--- config.mk ---
export PLATFORM = sky130hd
export DESIGN_NAME = stepper_out_bank
export DESIGN_NICKNAME = d
export VERILOG_FILES = /design/src/rtl/stepper_out_bank.sv
export SDC_FILE = /design/constraint.sdc
export NUM_CORES = 1
export LEC_CHECK = 0
export ABC_AREA = 1
export CAP_MARGIN = 20
export CORE_MARGIN = 3
export CORE_UTILIZATION = 40
export CTS_BUF_LIST = sky130_fd_sc_hd__clkbuf_4 sky130_fd_sc_hd__clkbuf_8
export DETAILED_ROUTE_END_ITERATION = 10
export GPL_TIMING_DRIVEN = 0
export SYNTH_ARGS = -nofsm -noshare
export SYNTH_HDL_FRONTEND = slang
export SYNTH_SLANG_ARGS = --single-unit
--- constraint.sdc ---
create_clock -name clk -period 2.1 [get_ports clk]
set_clock_uncertainty 0.1 [all_clocks]
set_input_delay 0.315 -clock clk [delete_from_list [all_inputs] [get_ports clk]]
set_output_delay 0.315 -clock clk [all_outputs]
set_load 0.01 [all_outputs]
--- src/rtl/stepper_out_bank.sv ---
// Bank of step/dir/enable motor output channels with per-channel pulse timing,
// endstop blocking and sticky overrun/blocked flags, configured over the executor register bus.
module stepper_out_bank #(
    parameter int                    CHANNELS    = 12,
    parameter int                    ADDR_WIDTH  = 6,
    parameter logic [ADDR_WIDTH-1:0] REG_BASE    = 6'd8,
    parameter int                    TIMER_WIDTH = 16,
    parameter int                    DEF_PULSE   = 50,
    parameter int                    DEF_SETUP   = 100
) (
    input  logic                  clk,
    input  logic                  rst,
    input  logic [ADDR_WIDTH-1:0] reg_addr,
    input  logic [31:0]           reg_data,
    input  logic                  reg_stb,
    output logic                  reg_busy,
    input  logic [CHANNELS-1:0]   step_req,
    input  logic [CHANNELS-1:0]   dir_req,
    input  logic [CHANNELS-1:0]   endstop,
    output logic [CHANNELS-1:0]   mot_step,
    output logic [CHANNELS-1:0]   mot_dir,
    output logic [CHANNELS-1:0]   mot_enable,
    output logic [CHANNELS-1:0]   overrun,
    output logic [CHANNELS-1:0]   blocked
);
    typedef enum logic [1:0] {ST_IDLE, ST_SETUP, ST_HIGH, ST_LOW} state_t;

    logic [CHANNELS-1:0]    enable_reg, dir_inv_reg, es_mask_reg, es_pol_reg;
    logic [CHANNELS-1:0]    es_meta_reg, es_sync_reg, es_active;
    logic [CHANNELS-1:0]    overrun_reg, blocked_reg, ovr_set, blk_set, idle;
    logic [TIMER_WIDTH-1:0] pulse_reg, setup_reg, pulse_eff, setup_eff;
    logic                   pend_valid_reg;
    logic [2:0]             pend_off_reg;
    logic [31:0]            pend_data_reg;

    logic [ADDR_WIDTH:0]    addr_off;
    logic                   addr_hit, wr_accept, hold_wr, commit_pend, wr_en;
    logic [2:0]             wr_off;
    logic [31:0]            wr_data;
    logic [CHANNELS-1:0]    clear_mask;
    logic                   unused_bits;

    // Widened subtraction so addresses below REG_BASE wrap to a large value and miss.
    assign addr_off    = {1'b0, reg_addr} - {1'b0, REG_BASE};
    assign addr_hit    = addr_off < (ADDR_WIDTH+1)'(7);
    assign wr_accept   = reg_stb && !pend_valid_reg && addr_hit;
    assign hold_wr     = wr_accept && (addr_off[2:0] == 3'd2 || addr_off[2:0] == 3'd3) && !(&idle);
    assign commit_pend = pend_valid_reg && (&idle);
    assign wr_en       = (wr_accept && !hold_wr) || commit_pend;
    assign wr_off      = pend_valid_reg ? pend_off_reg : addr_off[2:0];
    assign wr_data     = pend_valid_reg ? pend_data_reg : reg_data;
    assign clear_mask  = (wr_en && wr_off == 3'd6) ? wr_data[CHANNELS-1:0] : '0;
    assign unused_bits = ^wr_data;

    assign pulse_eff  = (pulse_reg == '0) ? TIMER_WIDTH'(1) : pulse_reg;
    assign setup_eff  = (setup_reg == '0) ? TIMER_WIDTH'(1) : setup_reg;
    assign es_active  = es_sync_reg ^ es_pol_reg;

    assign reg_busy   = pend_valid_reg;
    assign mot_enable = ~enable_reg;
    assign overrun    = overrun_reg;
    assign blocked    = blocked_reg;

    always_ff @(posedge clk) begin
        if (rst) begin
            enable_reg     <= '0;
            dir_inv_reg    <= '0;
            es_mask_reg    <= '0;
            es_pol_reg     <= '0;
            pulse_reg      <= TIMER_WIDTH'(DEF_PULSE);
            setup_reg      <= TIMER_WIDTH'(DEF_SETUP);
            pend_valid_reg <= 1'b0;
            pend_off_reg   <= '0;
            pend_data_reg  <= '0;
            overrun_reg    <= '0;
            blocked_reg    <= '0;
            es_meta_reg    <= '0;
            es_sync_reg    <= '0;
        end else begin
            es_meta_reg <= endstop;
            es_sync_reg <= es_meta_reg;
            if (hold_wr) begin
                pend_valid_reg <= 1'b1;
                pend_off_reg   <= addr_off[2:0];
                pend_data_reg  <= reg_data;
            end else if (commit_pend) begin
                pend_valid_reg <= 1'b0;
            end
            if (wr_en) begin
                case (wr_off)
                    3'd0:    enable_reg  <= wr_data[CHANNELS-1:0];
                    3'd1:    dir_inv_reg <= wr_data[CHANNELS-1:0];
                    3'd2:    pulse_reg   <= wr_data[TIMER_WIDTH-1:0];
                    3'd3:    setup_reg   <= wr_data[TIMER_WIDTH-1:0];
                    3'd4:    es_mask_reg <= wr_data[CHANNELS-1:0];
                    3'd5:    es_pol_reg  <= wr_data[CHANNELS-1:0];
                    default: ;
                endcase
            end
            // A set in the same cycle as a clear wins.
            overrun_reg <= (overrun_reg & ~clear_mask) | ovr_set;
            blocked_reg <= (blocked_reg & ~clear_mask) | blk_set;
        end
    end

    for (genvar gi = 0; gi < CHANNELS; gi++) begin : g_ch
        state_t                 state_reg, state_next;
        logic [TIMER_WIDTH-1:0] timer_reg, timer_next;
        logic                   dir_reg, dir_next, d, ovr_c, blk_c, step_c, idle_c;

        assign d = dir_req[gi] ^ dir_inv_reg[gi];

        always_ff @(posedge clk) begin
            if (rst) begin
                state_reg <= ST_IDLE;
                timer_reg <= '0;
                dir_reg   <= 1'b0;
            end else begin
                state_reg <= state_next;
                timer_reg <= timer_next;
                dir_reg   <= dir_next;
            end
        end

        always_comb begin
            state_next = state_reg;
            timer_next = timer_reg;
            dir_next   = dir_reg;
            ovr_c      = 1'b0;
            blk_c      = 1'b0;
            case (state_reg)
                ST_IDLE: begin
                    if (step_req[gi] && enable_reg[gi]) begin
                        if (pend_valid_reg) begin
                            ovr_c = 1'b1;
                        end else if (es_mask_reg[gi] && es_active[gi] && !dir_req[gi]) begin
                            blk_c = 1'b1;
                        end else if (d != dir_reg) begin
                            dir_next   = d;
                            state_next = ST_SETUP;
                            timer_next = setup_eff;
                        end else begin
                            state_next = ST_HIGH;
                            timer_next = pulse_eff;
                        end
                    end
                end
                ST_SETUP, ST_HIGH: begin
                    if (timer_reg <= TIMER_WIDTH'(1)) begin
                        state_next = (state_reg == ST_SETUP) ? ST_HIGH : ST_LOW;
                        timer_next = pulse_eff;
                    end else begin
                        timer_next = timer_reg - 1'b1;
                    end
                end
                default: begin
                    if (timer_reg <= TIMER_WIDTH'(1)) state_next = ST_IDLE;
                    else                              timer_next = timer_reg - 1'b1;
                end
            endcase
            if (state_reg != ST_IDLE && step_req[gi]) ovr_c = 1'b1;
        end

        always_comb begin
            step_c = (state_reg == ST_HIGH);
            idle_c = (state_reg == ST_IDLE);
        end

        assign mot_step[gi] = step_c;
        assign mot_dir[gi]  = dir_reg;
        assign idle[gi]     = idle_c;
        assign ovr_set[gi]  = ovr_c;
        assign blk_set[gi]  = blk_c;
    end
endmodule
# Word level (Yosys, flattened, before mapping)
# Index checks and enable logic that the tools add are counted.
word_totals:
  wordCells: 650
  input_bits: 77
  register_bits: 376
op_classes:
  n_bitwise: 32
  n_eq_ne: 104
  n_addsub: 13
  n_reduce_logical: 167
  n_lt_le_gt_ge: 13
  muxes: 272
ops:
  columns: ["operator", "n"]
  rows:
  - ["2-to-1 mux 16 bit", 75]
  - ["one-hot mux 16 bit (2 select lines)", 12]
  - ["less-or-equal comparator 16 x 1 -> 1 bit, second input constant", 12]
  - ["subtractor 16 x 1 -> 16 bit, second input constant", 12]
  - ["2-to-1 mux 2 bit", 72]
  - ["AND reduction 5 bit", 24]
  - ["2-to-1 mux 1 bit", 99]
  - ["!= test 2 bit, second input constant", 36]
  - ["logical AND 1 bit", 55]
  - ["nonzero test 2 bit", 25]
  - ["one-hot mux 2 bit (2 select lines)", 12]
  - ["AND reduction 4 bit", 12]
  - ["!= test 3 x 2 -> 1 bit, second input constant", 12]
  - ["zero test 16 bit", 2]
  - ["bitwise AND 12 bit", 2]
  - ["equality test 2 x 1 -> 1 bit, second input constant", 12]
  - ["equality test 2 bit, second input constant", 12]
  - ["zero test 2 bit", 12]
  - ["!= test 2 x 1 -> 1 bit, second input constant", 12]
  - ["NOT 12 bit", 2]
  - ["bitwise OR 12 bit", 2]
  - ["OR reduction 2 bit", 12]
  - ["zero test 1 bit", 15]
  - ["NOT 1 bit", 13]
  - ["other kinds (14)", 47]

# Logic depth before layout (Yosys ltp)
logic_depth:
  ltp_word: 13
  depth_mapped: 15
  depth_no_buf: 15

# Worst setup path before layout
# OpenSTA, ideal clock, no wires.
synth_timing:
  path_kind: "register -> register"
  start: "register g_ch[2].state_reg[1]"
  end: "register dir_inv_reg[3]"
  stages_incl_launch_ff: 13
  arrival_time_ns: 1.726
  slack_ns: 0.157
  required_ns: 1.883
  path_buffers: 1
  cell_sequence: "dfxtp_1 -> inv_1 -> ha_1 -> inv_2 -> nor3_1 -> nand3_2 -> nand2_2 -> nand2_2 -> nand2_8 -> nand2_1 -> buf_2 -> o21ai_0 -> nor2_1"
synth_between:
  elab_chain_len: 8
  word_cells_on_any_way: 9
  classes_between: "9 x reduce/logical"
synth_rtl:
  columns: ["element", "line", "rtl"]
  rows:
  - ["start, declared", "107", "state_t state_reg, state_next;"]
  - ["start signal, assigned", "119", "state_reg <= state_next;"]
  - ["zero test 2 bit (*)", "166", "idle_c = (state_reg == ST_IDLE);"]
  - ["AND reduction 12 bit (*)", "47, 48", null]
  - ["zero test 1 bit", "47", "assign hold_wr = wr_accept && (addr_off[2:0] == 3'd2 || addr_off[2:0] == 3'd3) && !(&idle);"]
  - ["logical AND 1 bit", "47", null]
  - ["zero test 1 bit", "49", "assign wr_en = (wr_accept && !hold_wr) || commit_pend;"]
  - ["logical AND 1 bit", "49", null]
  - ["logical OR 1 bit (*)", "49", null]
  - ["AND reduction 2 bit (no line) (*)", null, null]
  - ["end signal, assigned", "92", "3'd1: dir_inv_reg <= wr_data[CHANNELS-1:0];"]
  - ["end, declared", "28", "logic [CHANNELS-1:0] enable_reg, dir_inv_reg, es_mask_reg, es_pol_reg;"]
# Every way passes the cells marked *; elsewhere a longest branch is shown, timed or not.
# A chain may end at the register's enable or synchronous reset.

==> flow_summary.json <==
{
  "status": "complete, but fails checks",
  "violations": "negative setup slack",
  "synthArstFlopShare_pct": 0,
  "largest_reg_flops": 192,
  "clk_latency_ns": 0.70,
  "grt_max_degree": 20,
  "cts_hold_buf": 0,
  "ys_types": 51,
  "wl_per_cell_um": 20.50,
  "switching_share_pct": 50.89,
  "p_per_area_mw_per_mm2": 1654,
  "root_buffer": "clkbuf_8",
  "slew_headroom_pct": 14.67,
  "rr_startpoint": "setup_reg[11]",
  "wirelength_um": 110700,
  "via_count": 29345,
  "crit_slowest_cell": "clkbuf_1",
  "ys_seq_area_share_pct": 29.82,
  "holdWs_ns": 0.02947,
  "required_ns": 2.61,
  "drtIter0Drc": 3227,
  "worst_slew_pin_slew_ns": 1.280,
  "p_clk_share_pct": 15.5,
  "clkTransAtPathRegs_ns": 0.06,
  "vias_per_cell": 5.435,
  "p_int_uw": 26010,
  "die_h_um": 257.2,
  "setup_tns_ns": -0.9598,
  "power.total_uw": 52950,
  "dieArea_sq_mm": 0.06615,
  "combPwrFrac_pct": 65.0,
  "antenna_found_initial": 3,
  "ys_ff_latch": 376,
  "worstRegToRegCells": 11,
  "io_pins": 138,
  "hold_end": "es_meta_reg[10]",
  "cts_buffer_depth": 3,
  "dp_slack_ns": -1.254,
  "htreeDepth": 3,
  "ir_worst_vdd_mv": 1.078,
  "die_w_um": 257.2,
  "cpPeakStageDelay_ns": 0.86,
  "synth_area_sq_mm": 0.02524,
  "crit_path_cell_trace": "clkdlybuf4s50_1, inv_1, clkbuf_2, clkbuf_1, o21ai_0, nor2_1",
  "clkSinkCount": 376,
  "synthFlopType": "dfxtp_1",
  "pwr-share-seq_pct": 19.5,
  "fp-row-count": 91,
  "grt_pass1_wl_um": 160100,
  "setup_viol": 51,
  "final_cell_mix": "1,114 x nand2_1, 556 x nor2_1, 359 x o21ai_0, 323 x a21oi_1, 320 x dfxtp_1",
  "route.detailed.drc": 0,
  "grt_pass1_vias": 26340,
  "cts_tree": "done",
  "arrival_ns": 2.72,
  "max_freq_mhz": 453.9,
  "finalCritPeriodShare_pct": 104.9,
  "worstHoldStart": "endstop[10]",
  "p_leak_uw": 0.01435,
  "final_common_cell": "nand2_1",
  "cts-buffers-inserted": 74,
  "hold_path.class": "input port to register",
  "hold_viol_final": 0,
  "max-cap-violations": 0,
  "synth_warnings": 0,
  "fin_crit_ns": 2.203,
  "r2r_end": "g_ch[5].timer_reg[0]",
  "place_inst": 5163,
  "synth_edf_count": 0,
  "worst-setup-path-type": "input port to register",
  "crit_path_end_kind": "register",
  "p_switching_uw": 26950,
  "hpwl_um": 77270,
  "cp_max_fo": 10,
  "r2r_setup_slack_ns": -0.05,
  "start_util_pct": 40.68,
  "worst_hold_path.num_cells": 3,
  "slew_viol_final": 0,
  "nets": 4637,
  "globalplace.congestion": 0.9896,
  "startpoint": "rst",
  "worst_slack_ns": -0.1033,
  "io_buffers": 121,
  "drtAntennaViolNets": 0,
  "rsz0062_at_grt": "yes",
  "syn_inst": 4194,
  "core_sq_mm": 0.06205,
  "drive_gt1_share_pct": 17.89,
  "startpoint_type": "input port",
  "track_usage_pct": 31.61,
  "syn2layout_area_growth_pct": 26.85,
  "grt-ovfl-total": 0,
  "layout.cells.non_filler": 5399,
  "synth_area_per_cell_sq_um": 6.019,
  "drt_first_pass_iters": 6,
  "synth_nets": 4331
}
[cell families (layout without fill, tap and decap cells)]
family / after synthesis / count (layout) / share of synthesized area (%)
AND/OR/NAND/NOR: 2182 / 2183 / 35.52
other: 0 / 1 / 0
XOR/XNOR: 109 / 109 / 3.782
buffers and inverters: 585 / 951 / 9.869
adder cells (fa/ha/maj): 60 / 60 / 2.974
flip-flops: 376 / 376 / 29.82
multiplexers: 2 / 2 / 0.1289
AO/OA/AOI/OAI: 880 / 880 / 17.90
[how the worst max path moves through the flow]
stage,slack (ns),cells past startpoint,end
2_1_floorplan,0.16,12,dir_inv_reg[3]
3_3_place_gp,-1.28,6,dir_inv_reg[0]
3_5_place_dp,-1.25,6,dir_inv_reg[0]
4_1_cts,-0.0007,12,enable_reg[4]
5_1_grt,-0.07,12,pulse_reg[10]
6_report,-0.10,6,enable_reg[0]
[timing repair]
action	CTS	global route
pin swaps	20	55
setup endpoints to repair	373	308
buffers inserted	37	51
gates resized for setup	337	435
gates cloned	3	9
endpoints found under the hold margin	0	0
[worst max-delay path: cells and delay by family]
family,cells,cell delay [ns]
buf+inv,4,2.04
compound gates,1,0.22
simple gates,1,0.13
[per-stage QoR]
step                utilization [%]  cell area (sq um)
floorplan                         -              25240
detailed placement            44.57              27660
global route                  51.60              32020
CTS                           48.93              30370
finish                        51.60              32020
global placement              44.32              27500
[layer usage]
| layer | GRT usage [%] | share of wire, % | vias to the layer above |
|---|---|---|---|
| met5 | 0 | 0.012 | - |
| met4 | 15.10 | 5.4 | 2 |
| met3 | 6.928 | 11 | 304 |
| met2 | 47.64 | 42 | 1416 |
| met1 | 42.81 | 42 | 13501 |
| li1 | - | - | 14122 |
[cells in the mapped netlist, types with 15 or more instances]
master    count  area, sq um
nand4_1      30        187.7
buf_4        30        225.2
nand2_2      15        93.84
ha_1         60        750.7
o21ai_1      29        145.1
clkbuf_1     95        356.6
dfxtp_1     376         7527
nand3_1     256         1281
xnor2_1      31        271.5
nor2_2       29        181.4
o21ai_0     459         2297
nor3_1       44        220.2
nand2_1    1182         4437
buf_2        50        250.2
a21oi_1     349         1747
xor2_1       78        683.2
inv_1       368         1381
nor2_1      587         2203
[power groups by stage]
stage	clock [uW]	combinational, uW	sequential (uW)
2_1_floorplan	0	22400	9860
4_1_cts	8290	30900	10200
3_5_place_dp	0	29000	10300
3_3_place_gp	0	28900	10300
5_1_grt	8640	38100	10500
6_report	8220	34400	10300
[area by class of cell]
type,count,area [sq um]
Fill cell,6396,30040
Multi-Input combinational cell,3234,16590
Sequential cell,376,7612
Timing Repair Buffer,231,2261
Inverter,391,1550
Clock buffer,123,1499
Buffer,191,1341
Tap cell,837,1047
Clock inverter,14,103.9
Timing Repair inverter,1,7.507
Antenna cell,1,2.502
(Power assumes the default switching activity.)
